`src/rtl/i2s_tx_serializer.sv`:
```
// I2S (Philips) transmitter for a mono 24-bit stream: every accepted sample is sent in
// both the left and right slot of one frame, through a one-entry holding buffer.
module i2s_tx_serializer #(
  parameter int DATA_W   = 24,
  parameter int SLOT_W   = 32,
  parameter int BCLK_DIV = 4
) (
  input  logic              clk,
  input  logic              rst_n,
  input  logic              en,
  input  logic [DATA_W-1:0] sample_in,
  input  logic              sample_valid,
  output logic              sample_ready,
  output logic              bclk,
  output logic              lrclk,
  output logic              sdata,
  output logic              underrun,
  output logic              dbg_state
);

  localparam int POS_W = $clog2(2 * SLOT_W);
  localparam int DIV_W = $clog2(BCLK_DIV);
  localparam logic [POS_W-1:0] LAST_POS = POS_W'(2 * SLOT_W - 1);
  localparam logic [DIV_W-1:0] DIV_LAST = DIV_W'(BCLK_DIV - 1);
  localparam logic [DIV_W-1:0] DIV_HALF = DIV_W'(BCLK_DIV / 2);

  typedef enum logic {IDLE, RUN} state_t;

  state_t              state_q, state_d;
  logic [DIV_W-1:0]    div_q, div_d;
  logic [POS_W-1:0]    pos_q, pos_d;
  logic [DATA_W-1:0]   buf_q, buf_d;
  logic                buf_full_q, buf_full_d;
  logic [DATA_W-1:0]   last_q, last_d;
  logic [DATA_W-1:0]   word_q, word_d;
  logic [DATA_W-1:0]   sh_q, sh_d;
  logic                bclk_q, bclk_d;
  logic                lrclk_q, lrclk_d;
  logic                sdata_q, sdata_d;
  logic                underrun_q, underrun_d;

  logic                fall;
  logic                frame_start;
  logic                accept;
  logic [DATA_W-1:0]   load_word;
  logic [POS_W-1:0]    slot_idx;

  // Handshake: sample_ready is high exactly when the holding buffer is empty; a sample
  // transfers on any clk edge with sample_valid & sample_ready, in IDLE as well as RUN.
  assign accept = sample_valid && !buf_full_q;

  always_comb begin
    state_d     = state_q;
    div_d       = div_q;
    pos_d       = pos_q;
    buf_d       = buf_q;
    buf_full_d  = buf_full_q;
    last_d      = last_q;
    word_d      = word_q;
    sh_d        = sh_q;
    bclk_d      = 1'b0;
    lrclk_d     = lrclk_q;
    sdata_d     = sdata_q;
    underrun_d  = 1'b0;
    frame_start = 1'b0;
    fall        = (state_q == RUN) && (div_q == DIV_LAST);
    load_word   = buf_full_q ? buf_q : last_q;
    slot_idx    = '0;

    case (state_q)
      IDLE: begin
        div_d = '0;
        pos_d = '0;
        if (en) begin
          state_d     = RUN;
          frame_start = 1'b1;
        end
      end
      RUN: begin
        if (fall) begin
          div_d = '0;
          if (pos_q == LAST_POS) begin
            pos_d = '0;
            // en only matters at the frame boundary; a mid-frame drop finishes the frame.
            if (en) frame_start = 1'b1;
            else    state_d     = IDLE;
          end else begin
            pos_d = pos_q + POS_W'(1);
          end
        end else begin
          div_d = div_q + DIV_W'(1);
        end
      end
      default: state_d = IDLE;
    endcase

    if (frame_start) begin
      word_d     = load_word;
      last_d     = load_word;
      sh_d       = load_word;
      underrun_d = !buf_full_q;
      if (buf_full_q) buf_full_d = 1'b0;
    end else if (fall) begin
      // The right slot restarts from the same word; otherwise move to the next bit.
      sh_d = (pos_d == POS_W'(SLOT_W)) ? word_q : (sh_q << 1);
    end

    if (accept) begin
      buf_d      = sample_in;
      buf_full_d = 1'b1;
    end

    slot_idx = (pos_d >= POS_W'(SLOT_W)) ? (pos_d - POS_W'(SLOT_W)) : pos_d;

    if (state_d == IDLE) begin
      lrclk_d = 1'b0;
      sdata_d = 1'b0;
    end else begin
      bclk_d = (div_d >= DIV_HALF);
      if (frame_start || fall) begin
        // lrclk leads each slot by one bclk, as I2S requires.
        lrclk_d = (pos_d >= POS_W'(SLOT_W - 1)) && (pos_d <= POS_W'(2 * SLOT_W - 2));
        sdata_d = (slot_idx < POS_W'(DATA_W)) ? sh_d[DATA_W-1] : 1'b0;
      end
    end
  end

  always_ff @(posedge clk or negedge rst_n) begin
    if (!rst_n) begin
      state_q    <= IDLE;
      div_q      <= '0;
      pos_q      <= '0;
      buf_q      <= '0;
      buf_full_q <= 1'b0;
      last_q     <= '0;
      word_q     <= '0;
      sh_q       <= '0;
      bclk_q     <= 1'b0;
      lrclk_q    <= 1'b0;
      sdata_q    <= 1'b0;
      underrun_q <= 1'b0;
    end else begin
      state_q    <= state_d;
      div_q      <= div_d;
      pos_q      <= pos_d;
      buf_q      <= buf_d;
      buf_full_q <= buf_full_d;
      last_q     <= last_d;
      word_q     <= word_d;
      sh_q       <= sh_d;
      bclk_q     <= bclk_d;
      lrclk_q    <= lrclk_d;
      sdata_q    <= sdata_d;
      underrun_q <= underrun_d;
    end
  end

  assign sample_ready = !buf_full_q;
  assign bclk         = bclk_q;
  assign lrclk        = lrclk_q;
  assign sdata        = sdata_q;
  assign underrun     = underrun_q;
  assign dbg_state    = (state_q == RUN);

endmodule

```
`config.mk`:
```
export PLATFORM = sky130hd
export DESIGN_NAME = i2s_tx_serializer
export DESIGN_NICKNAME = d
export VERILOG_FILES = /design/src/rtl/i2s_tx_serializer.sv
export SDC_FILE = /design/constraint.sdc
export NUM_CORES = 1
export LEC_CHECK = 0
export ABC_AREA = 1
export CORE_ASPECT_RATIO = 1.5
export CORE_MARGIN = 2
export CORE_UTILIZATION = 35
export DETAILED_ROUTE_END_ITERATION = 16
export GPL_TIMING_DRIVEN = 0
export PLACE_DENSITY_LB_ADDON = 0.1
export SYNTH_ARGS = -nofsm -noshare
export SYNTH_HDL_FRONTEND = slang
export SYNTH_SLANG_ARGS = --single-unit
export TNS_END_PERCENT = 1
```
`constraint.sdc`:
```
create_clock -name clk -period 1.6 [get_ports clk]
set_input_delay 0.32 -clock clk [delete_from_list [all_inputs] [get_ports clk]]
set_output_delay 0.32 -clock clk [all_outputs]
set_load 0.05 [all_outputs]
```
==> results.yml <==
run_status:
  status: "finished with violations"
  violations: "negative setup slack"
power:
  p_switching_uw: 2790
  intPower_uw: 5530
  p_comb_share_pct: 33.1
  seq_power_share_pct: 38.3
  p_sw_share_pct: 33.5
  p_per_area_mw_per_mm2: 1570
  p_total_uw: 8330
  ir_worst_vdd_mv: 0.693
  power_frac_clock_pct: 28.5
  p_leak_uw: 0.00261
layout:
  final_core_util_pct: 46.5
  nets: 540
  final_cell_mix: "nand2_1 (94), dfrtp_1 (85), o21ai_0 (57)"
  mostFrequentLayoutCell: "nand2_1"
  area_growth_pct: 31.2
  fin_area_mm2: 0.00531
  fin_cells: 665
  final_layout_size_suffix_gt1_share_pct: 23.7
  n_antenna_cell: 0
route:
  drt-total-wl_um: 9920
  routedWlPerCell_um: 14.9
  vias: 3179
  vias_per_cell: 4.78
  drtIter0Drc: 179
  first_pass_iters: 4
  drc_errors: 0
  ant_nets: 0
critical_path:
  worstSetupStartpoint: "div_q[0]$_DFF_PN0_"
  start_kind: "flip-flop"
  critPathTopFamily: "simple AND/OR/NAND/NOR gates"
  cp_common_cell: "nand2_4"
  r2r-start: "div_q[0]$_DFF_PN0_"
  critical_path_class: "reg -> reg"
  cp-end-kind: "flip-flop"
  path_cells: "ha_4, nand2_4, inv_6, nand2_4, nand2_1, nand3_2, nor2_4, nand2_4, buf_12, buf_12, o211ai_2, nand3_1"
  crit_slowest_cell: "dfrtp_1"
  cpPeakStageDelay_ps: 390
  cp.required_ps: 1820
  path_buf_inv: 3
  cp.arrival_ps: 2140
  cp_max_fo: 5
placement:
  io_buffers: 33
  dpl-instance-area_mm2: 0.00461
  dp.cells: 631
  dp_hpwl_um: 6820
  place_congestion: 0.763
cts:
  root_buffer: "clkbuf_16"
  clkTransAtPathRegs_ps: 60
  cts_buffers: 9
  cts_buffer_depth: 2
  clkLatencyLatePin_ps: 340
  h-tree-depth: 3
  cts_tree: "done"
  clock_sinks: 86
sta:
  post-route-period-util_pct: 120
  fin_hold_ws_ps: 440
  finalWorstSetupSlack_ps: -318
  fmax_mhz: 521
  hold_viol: 0
  finalSetupViolCount: 42
  relSlewSlack_pct: 62.6
  finalClockSkew_ps: 7.06
  layout_min_cycle_time_ps: 1920
  tightest_slew_ps: 561
  rsz0062_at_grt: "true"
  slew_viol_final: 0
logic_synthesis:
  ys_seq_area_share_pct: 53.2
  synth_area_mm2: 0.00405
  synth_cell_types: 24
  syn-num-nets: 477
  syn-instance-count: 447
  yosysWarnings: 0
  ys_ff_latch: 86
  syn_area_per_cell_um2: 9.06
die:
  core_region_area_mm2: 0.0114
  ios: 34
  initial_utilization_pct: 35.5
  rows: 48
  die_area_mm2: 0.0125
  die_h_um: 136
  die_w_um: 91.8
hold_path:
  hold_class: "in -> async"
global_route:
  gr-total-overflow: 0
  grt_usage_pct: 17.1
  grt_max_degree: 61
  grt_pass1_wl_um: 16600
  antenna_found_initial: 0
  grt_pass1_vias: 3345
run:
  cap_violations: 0
worst paths after layout:
check / end / slack [ps] / cells after the start
worst max-delay path: sh_q[8]$_DFFE_PN0P_ / -320 / 12
worst min-delay path: sh_q[2]$_DFFE_PN0P_ / 440 / 2
worst max register to register: sh_q[8]$_DFFE_PN0P_ / -320 / 12
worst min register to register: lrclk$_DFFE_PN0P_ / 480 / 2
max in group asynchronous: word_q[16]$_DFFE_PN0P_ / 530 / 3
min in group clk: lrclk$_DFFE_PN0P_ / 480 / 2
per-layer routing:
layer / wire, µm / track usage (%)
met1: 4260 / 21.3
met4: 163 / 5.89
met5: 0 / 0
met2: 5160 / 30.1
met3: 335 / 2.84
logic make-up after synthesis:
logic type,count (synthesis),share of synthesized area [%]
XOR/XNOR,1,0.216
AND/OR/NAND/NOR,156,15.7
adder cells (fa/ha/maj),2,0.618
AO/OA/AOI/OAI,98,15.1
multiplexers,24,6.68
flip-flops,86,53.2
buffers and inverters,80,8.50
synthesized netlist by cell type:
cell type / count / area (µm²)
a21oi_1: 4 / 20.0
buf_2: 6 / 30.0
buf_6: 3 / 33.8
buf_8: 1 / 15.0
clkbuf_1: 10 / 37.5
dfrtp_1: 86 / 2150
ha_1: 2 / 25.0
inv_1: 57 / 214
inv_2: 2 / 7.51
inv_4: 1 / 6.26
mux2_2: 24 / 270
nand2_1: 102 / 383
nand2_2: 3 / 18.8
nand2_4: 1 / 11.3
nand3_1: 23 / 115
nor2_1: 24 / 90.1
nor2_2: 3 / 18.8
o211ai_2: 11 / 138
o21ai_0: 62 / 310
o21ai_1: 8 / 40.0
o21ai_2: 1 / 8.76
o21bai_1: 11 / 82.6
o21bai_2: 1 / 11.3
xnor2_1: 1 / 8.76
metrics by stage:
stage / TNS [ps] / worst slack [ps]
after floorplan: -4340 / -183
after global placement: -296420 / -3500
after detailed placement: -26080 / -646
after CTS: -7570 / -289
after global routing: -11640 / -413
final: -7700 / -318
power groups by stage:
stage	sequential [µW]	combinational [µW]	clock (µW)
after CTS	3190	2690	2430
after global placement	3210	2330	0
after floorplan	3190	1650	0
final	3190	2760	2380
after global routing	3270	3080	2510
after detailed placement	3230	2370	0
state kept, by name (all words and copies together), names as in the netlist:
| register | count |
|---|---|
| buf_q | 24 |
| sh_q | 24 |
| word_q | 24 |
| pos_q | 6 |
| div_q | 2 |
| bclk | 1 |
| buf_full_q | 1 |
| dbg_state | 1 |
| lrclk | 1 |
| sdata | 1 |
| underrun | 1 |
repair_timing:
action                                  CTS  global route
endpoints found under the setup margin   66            72
hold endpoints to repair                 26             0
pin swaps                                12             9
hold buffers                              1             0
setup buffers                            13             3
gates cloned                              1             0
gates resized for setup                  49            26
worst reg2reg max path, cell delays in order, from the launching register on:
cell      delay, ps
dfrtp_1         390
ha_4            210
nand2_4          90
inv_6            90
nand2_4          60
nand2_1         120
nand3_2         110
nor2_4          150
nand2_4          90
buf_12          150
buf_12          130
o211ai_2        120
nand3_1          90
area by class of cell:
cell class                      count  area [µm²]
Buffer                             20         199
Clock buffer                       10         229
Clock inverter                      6         110
Fill cell                        1150        6100
Inverter                           60         233
Multi-Input combinational cell    281        1670
Sequential cell                    86        2150
Tap cell                          150         188
Timing Repair Buffer               52         527
Note: power is estimated with default switching activity, not from simulation.
